<file path="src/rtl/hazard_ctrl.sv">
// Hazard and forwarding controller for a 5-stage pipeline: tracks EX/MEM producers,
// registers the EX operand forwarding selects and drives stall/flush of the pipe registers.
module hazard_ctrl #(
   parameter int REG_AW = 5,
   parameter int CNT_W  = 16
) (
   input  logic              clk,
   input  logic              reset_n,
   input  logic              id_valid,
   input  logic [REG_AW-1:0] id_rs1,
   input  logic [REG_AW-1:0] id_rs2,
   input  logic [REG_AW-1:0] id_rd,
   input  logic              id_reg_write,
   input  logic              id_is_load,
   input  logic              ex_redirect,
   input  logic              mem_busy,
   output logic [1:0]        fwd_a_sel,
   output logic [1:0]        fwd_b_sel,
   output logic              stall_f,
   output logic              stall_d,
   output logic              stall_em,
   output logic              flush_d,
   output logic              flush_e,
   output logic [CNT_W-1:0]  load_use_cnt
);

   // Selects are computed one cycle ahead, so the instruction leaving MEM is the
   // oldest producer ever consulted; no WB record or MEM load flag is needed.
   typedef struct packed {
      logic              valid;
      logic [REG_AW-1:0] rd;
      logic              reg_write;
      logic              is_load;
   } ex_rec_t;

   typedef struct packed {
      logic              valid;
      logic [REG_AW-1:0] rd;
      logic              reg_write;
   } mem_rec_t;

   ex_rec_t    ex_q;
   mem_rec_t   mem_q;
   logic       load_use;
   logic [1:0] sel_a_nxt;
   logic [1:0] sel_b_nxt;

   // Nearest older writer wins: EX becomes MEM (d2), MEM becomes WB (d1).
   function automatic logic [1:0] fwd_sel(input logic              valid,
                                          input logic [REG_AW-1:0] rs,
                                          input ex_rec_t           ex,
                                          input mem_rec_t          mem);
      logic [1:0] sel;
      sel = 2'b00;
      if (valid && rs != '0) begin
         if (ex.valid && ex.reg_write && ex.rd == rs)
            sel = 2'b10;
         else if (mem.valid && mem.reg_write && mem.rd == rs)
            sel = 2'b01;
      end
      return sel;
   endfunction

   assign load_use = id_valid & ex_q.valid & ex_q.is_load & ex_q.reg_write
                   & (ex_q.rd != '0) & ((ex_q.rd == id_rs1) | (ex_q.rd == id_rs2));

   assign sel_a_nxt = fwd_sel(id_valid, id_rs1, ex_q, mem_q);
   assign sel_b_nxt = fwd_sel(id_valid, id_rs2, ex_q, mem_q);

   // NOTE: every output gets a default before the priority chain so no latch is inferred.
   always_comb begin
      stall_f  = 1'b0;
      stall_d  = 1'b0;
      stall_em = 1'b0;
      flush_d  = 1'b0;
      flush_e  = 1'b0;
      if (reset_n) begin
         if (mem_busy) begin
            stall_f  = 1'b1;
            stall_d  = 1'b1;
            stall_em = 1'b1;
         end else if (ex_redirect) begin
            flush_d = 1'b1;
            flush_e = 1'b1;
         end else if (load_use) begin
            stall_f = 1'b1;
            stall_d = 1'b1;
            flush_e = 1'b1;
         end
      end
   end

   // NOTE: sequential state uses non-blocking assignments; mem_busy freezes everything.
   always_ff @(posedge clk or negedge reset_n) begin
      if (!reset_n) begin
         ex_q         <= '0;
         mem_q        <= '0;
         fwd_a_sel    <= 2'b00;
         fwd_b_sel    <= 2'b00;
         load_use_cnt <= '0;
      end else if (!mem_busy) begin
         mem_q <= '{valid: ex_q.valid, rd: ex_q.rd, reg_write: ex_q.reg_write};
         if (ex_redirect || load_use) begin
            ex_q      <= '0;
            fwd_a_sel <= 2'b00;
            fwd_b_sel <= 2'b00;
            if (!ex_redirect && load_use_cnt != '1)
               load_use_cnt <= load_use_cnt + CNT_W'(1);
         end else begin
            ex_q      <= '{valid:     id_valid,
                           rd:        id_rd,
                           reg_write: id_reg_write & id_valid,
                           is_load:   id_is_load & id_valid};
            fwd_a_sel <= sel_a_nxt;
            fwd_b_sel <= sel_b_nxt;
         end
      end
   end

endmodule

</file>
<file path="config.mk">
export PLATFORM = sky130hd
export DESIGN_NAME = hazard_ctrl
export DESIGN_NICKNAME = d
export VERILOG_FILES = /design/src/rtl/hazard_ctrl.sv
export SDC_FILE = /design/constraint.sdc
export NUM_CORES = 1
export LEC_CHECK = 0
export CAP_MARGIN = 20
export CELL_PAD_IN_SITES_DETAIL_PLACEMENT = 2
export CELL_PAD_IN_SITES_GLOBAL_PLACEMENT = 2
export CORE_ASPECT_RATIO = 0.75
export CORE_MARGIN = 2
export CORE_UTILIZATION = 31
export DETAILED_ROUTE_END_ITERATION = 10
export DONT_BUFFER_PORTS = 1
export PLACE_DENSITY_LB_ADDON = 0.1
export SLEW_MARGIN = 20
export SYNTH_ARGS = -nofsm -noshare
export SYNTH_HDL_FRONTEND = slang
export SYNTH_SLANG_ARGS = --single-unit
</file>
<file path="constraint.sdc">
create_clock -name clk -period 2.4 [get_ports clk]
set_input_delay 0.48 -clock clk [delete_from_list [all_inputs] [get_ports clk]]
set_output_delay 0.48 -clock clk [all_outputs]
set_load 0.02 [all_outputs]
</file>
# After elaboration in Yosys (flattened, before gate mapping)
# Cells that the tools add are included.
[totals]
out_inout_bits = 25
register_bits = 35
input_bits = 22
wordCells = 61
[op_classes]
n_bitwise = 9
addsub = 1
muxes = 21
reduce_logical = 15
n_eq_ne = 5
[op_table]
columns = ["op", "count"]
rows = [
  ["$eq 5x5->1", 4],
  ["$add 16x1->16 const B", 1],
  ["$ne 16x16->1 const B", 1],
  ["$reduce_bool 5->1", 3],
  ["$mux 1", 14],
  ["$mux 2", 6],
  ["$logic_and 1x1->1", 9],
  ["$mux 8", 1],
  ["$and 1x1->1", 7],
  ["$reduce_and 3->1", 1],
  ["$logic_not 1->1", 1],
  ["$logic_or 1x1->1", 1],
  ["$not 1->1", 1],
  ["$or 1x1->1", 1],
]

# Longest topological paths before layout
[logic_depth]
depth_word = 9
ltp_mapped = 7
mapped_depth_nobuf = 6

# Least setup slack after synthesis
# No wires, ideal clock.
[synth_timing]
path_type = "register to output"
startpoint = "reg ex_q[3] (netlist bit)"
endpoint = "out stall_f"
stages_incl_launch_ff = 6
t_arrival_ps = 1708
n_path_buf = 1
slack_ps = 212
path_cell_list = "dfrtp_1 > or4_4 > o21ai_2 > nor2_2 > a31o_2 > buf_4"
[synth_between]
elab_chain_len = 7
word_cells_on_any_way = 10
[synth_rtl]
columns = ["item", "line_no", "rtl"]
rows = [
  ["start: declaration", "42", "ex_rec_t ex_q;"],
  ["start signal: assignment", "110", "ex_q <= '{valid: id_valid,"],
  ["$eq 5x5->1 / $reduce_bool 5->1 (equally long branches)", "65", "& (ex_q.rd != '0) & ((ex_q.rd == id_rs1) | (ex_q.rd == id_rs2));"],
  ["$or 1x1->1 / $and 1x1->1 (equally long branches)", "65", ""],
  ["$and 1x1->1 *", "65", ""],
  ["$mux 1 * (4 in a row)", "-", ""],
  ["end: declaration", "19", "output logic stall_f,"],
]
# Every way passes the cells marked *; elsewhere a longest branch is shown, timed or not.

# Final worst setup path
[layout_timing]
startpoint = "reg ex_q[4] (netlist bit)"
endpoint = "out stall_f"
# Same word-level chain as after synthesis.

==> results.txt <==
----------------------------------------------------
[Pwr]
  Power spent charging and discharging nets ... approximately 330 uW
  Power share of the sequential group ... 52.0%
  Sw Ratio ... 26.48%
  Static Leak ... about 0.96 nW
  IR drop worst, VDD ... 0.0002052 V
  Cell internal pwr ... roughly 910 uW
  Combinational share of power ... 11.9%
  Power consumption ... 1.234 mW
  Pwr Density ... between 500 and 600 nW/um2
  Proportion of power drawn by the clock network ... between 30% and 40%

[Drt]
  Antenna Nets Post-Route ... 0
  Via density ... 5.458
  Total DRC errors in the routed layout ... 0
  Drt first-iter violations ... 31
  Via total after detailed routing ... approximately 1,500
  Final wirelength ... 5.537 mm
  First drt pass iteration count ... 5
  Routed WL per cell ... 19.99 um

[Cells and area]
  Layout overhead on the synthesized area ... 11.98%
  Number of nets in the layout ... 222
  Final non-filler cell total ... 277
  Total of fill cells in the finished design ... 658
  Share of cells above drive strength 1 ... 17.09%
  Antenna diodes ... 0
  Design area ... 2176 um2
  Area taken by multi-input logic gates ... 1021 um2
  Post-layout utilization of the core ... 36.60%
  Footprint of the flip-flops and latches ... between 800 and 900 um2

[STA]
  Post-Route Setup TNS ... 0 ps
  Highest clock rate ... 0.4243 GHz
  Setup Viol. Count Final ... 0
  Final critical-path share of the clock period ... a little over nine tenths
  Clock skew ... 3.069 ps
  WHS ... ~18 ps
  Hold violation count in the final report ... 0
  Clock period minus final worst setup slack ... 2357 ps
  Crit path setup slack, layout ... between 40 and 50 ps
  Max-slew violations ... 0
  Tightest Pin Transition ... 414.5 ps
  Tightest slew margin relative to the limit ... 72.16%

[Logic synthesis]
  Cell area after technology mapping ... around 1900 um2
  Flop and latch count out of synthesis ... 35
  Largest area contributor in the synthesized netlist ... sky130_fd_sc_hd__dfrtp_1
  Library cell with the highest instance count after synthesis ... sky130_fd_sc_hd__dfrtp_1
  EDFF count, synth ... 0
  Cell count after synthesis ... roughly 190
  Syn Area/Cell ... 10.12 um2
  Count of cell types in the netlist ... 38
  Share of the synthesized area in the top cell type ... 45.07%
  Main synth FF type ... sky130_fd_sc_hd__dfrtp_1
  Area contributors post-synth ... sky130_fd_sc_hd__dfrtp_1, sky130_fd_sc_hd__xor2_1, sky130_fd_sc_hd__xnor2_1
  Commonest cells in the synthesized netlist ... sky130_fd_sc_hd__dfrtp_1, sky130_fd_sc_hd__xor2_1, sky130_fd_sc_hd__nand2_1, sky130_fd_sc_hd__xnor2_1, sky130_fd_sc_hd__nor3_1
  Share of flip-flops with an asynchronous set or reset ... 100.0%
  Syn nets ... 215
  Sequential-to-total area share from yosys stat ... 45.07%
  Number of warning messages in the yosys log ... 0

[GRT]
  Largest net degree at the start of global routing ... 36
  Initial antenna violation count ... 0
  Wire length of the first global-routing pass ... 9.135 mm
  Vias in the first global route ... 1,655
  Global-route usage over all layers ... 17.70%
  Final global-route overflow total ... 0

[Place]
  Total placed cells including tap cells ... 266
  Placement Cell Area ... between 2000 and 2500 um2
  Place WS ... 278.4 ps
  Port Buffers ... 0
  Total half-perimeter wirelength after legalization and detailed placement ... about 4.1 mm
  Gp weighted congestion ... 0.8028

[Critical path]
  R2R Path End ... load_use_cnt[1]
  Beginning of the critical path ... ex_q[4]
  Critical path fanouts, max ... 7
  Cell at the slowest stage of the critical path ... sky130_fd_sc_hd__or4_4
  Setup slack, reg-to-reg ... 290 ps
  Highest cell delay on the worst timing path ... about 570 ps
  Setup crit start kind ... flop
  Data required time of the critical path ... 1920 ps
  Worst path bufs/invs ... 0
  Crit end category ... output port
  Number of cells on the worst reg-to-reg path ... 7
  Category of cells accounting for the largest share of critical-path delay ... simple AND/OR/NAND/NOR gates
  Cells along the critical path ... or4_4, o21ai_4, nor2_4, a31o_4
  Launch instance of the worst register-to-register path ... ex_q[4]
  Arrival time at the worst endpoint ... 1880 ps
  Worst Path Class, Setup ... flop to output port

[CTS]
  Clock sink count ... 35
  Clock tree from TritonCTS ... yes
  Clock slew at reported path FFs ... 70 ps
  Clock Root Buffer ... sky130_fd_sc_hd__clkbuf_8
  CTS Buf Count ... 5
  Buffers from clock root to sink, at most ... 2
  Insertion delay to the later sink of the worst-skew pair ... 290 ps
  H-tree level count ... 2

[Die]
  Top-level I/O count ... 47
  Core region area ... 5946 um2
  Die extent in x ... around 95 um
  Number of core rows ... 24
  Vertical die dimension ... 72.57 um
  Effective utilization at floorplan ... 32.68%
  Die footprint ... 6924 um2

[Run status]
  Outcome ... finished, final reports clean

[Worst hold path]
  Class of the tightest hold or removal check ... input port to async pin

[Run]
  Number of max-capacitance violations reported ... 0

----------------------------------------------------
-- layout by cell type (no fill, tap or decap), types with 2 or more instances in the layout --
master,netlist,routed
sky130_fd_sc_hd__mux2_2,7,7
sky130_fd_sc_hd__o211ai_1,5,5
sky130_fd_sc_hd__and4_1,2,2
sky130_fd_sc_hd__o21ai_1,7,7
sky130_fd_sc_hd__and3_1,3,3
sky130_fd_sc_hd__clkbuf_8,0,6
sky130_fd_sc_hd__nor4_1,8,8
sky130_fd_sc_hd__buf_4,1,8
sky130_fd_sc_hd__nand3_1,8,8
sky130_fd_sc_hd__nand4_1,8,8
sky130_fd_sc_hd__inv_1,3,3
sky130_fd_sc_hd__nand2_1,22,22
sky130_fd_sc_hd__dfrtp_2,0,2
sky130_fd_sc_hd__xnor2_1,11,11
sky130_fd_sc_hd__nor2_1,5,5
sky130_fd_sc_hd__xor2_1,24,24
sky130_fd_sc_hd__or4_1,2,2
sky130_fd_sc_hd__nor3_1,10,10
sky130_fd_sc_hd__and2_1,2,2
sky130_fd_sc_hd__o31ai_1,2,2
sky130_fd_sc_hd__o21a_1,2,2
sky130_fd_sc_hd__o21ai_0,2,2
sky130_fd_sc_hd__dfrtp_1,35,33
sky130_fd_sc_hd__o41ai_1,2,2
-- state kept, by name, summed over array words and instances (netlist names) --
register and flops:
load_use_cnt 16, ex_q 8, mem_q 7, fwd_a_sel 2, fwd_b_sel 2
-- power groups by stage --
stage          Clock (mW)  Combinational, mW  Sequential, mW
2_1_floorplan           0              0.111           0.643
3_3_place_gp            0              0.119           0.651
3_5_place_dp            0              0.123           0.653
4_1_cts             0.460              0.141           0.642
5_1_grt             0.487              0.164           0.646
6_report            0.446              0.147           0.641
-- routing by layer --
layer	vias up	wire length [um]	part of all wire (%)	GRT usage, %
li1	706	-	-	-
met1	769	2677	48	25.24
met2	29	2535	46	26.60
met3	8	252	4.6	4.465
met4	0	71	1.3	5.238
met5	-	0	0	0
-- kinds of logic after synthesis --
kind of cell,synth area share (%)
XOR/XNOR,15.78
adder cells (fa/ha/maj),0.6438
flip-flops,45.07
buffers and inverters,3.477
AND/OR/NAND/NOR,20.93
AO/OA/AOI/OAI,9.272
multiplexers,4.829
-- how the worst max path moves through the flow --
stage,endpoint,slack (ps),cells past startpoint
final,stall_f,40,4
after detailed placement,stall_f,280,4
after CTS,stall_f,0.1,4
after global placement,stall_f,320,4
after global routing,stall_f,-8,4
after floorplan,stall_f,210,5
-- worst reg2reg max path, stage by stage, from the launching register on --
cell and delay [ps]:
sky130_fd_sc_hd__dfrtp_2 450, sky130_fd_sc_hd__buf_4 150, sky130_fd_sc_hd__xor2_1 140, sky130_fd_sc_hd__nor2_1 200
sky130_fd_sc_hd__a2bb2oi_2 110, sky130_fd_sc_hd__buf_4 230, sky130_fd_sc_hd__or3_4 420, sky130_fd_sc_hd__mux2_4 300
-- final cells by class --
| cell class | count | area share (%) |
|---|---|---|
| Clock buffer | 6 | 3.795 |
| Clock inverter | 1 | 0.2300 |
| Inverter | 3 | 0.5175 |
| Multi-Input combinational cell | 145 | 46.92 |
| Sequential cell | 35 | 40.37 |
| Tap cell | 78 | 4.485 |
| Timing Repair Buffer | 9 | 3.680 |
-- what timing repair did --
| item | 4_1_cts | 5_1_grt |
|---|---|---|
| buffers inserted | 0 | 3 |
| pin swaps | 0 | 4 |
| hold endpoints to repair | 35 | 0 |
| hold buffers | 1 | 0 |
| gates resized for setup | 2 | 3 |
| setup endpoints to repair | 2 | 3 |
No activity file was read; power rests on OpenSTA's default activity.
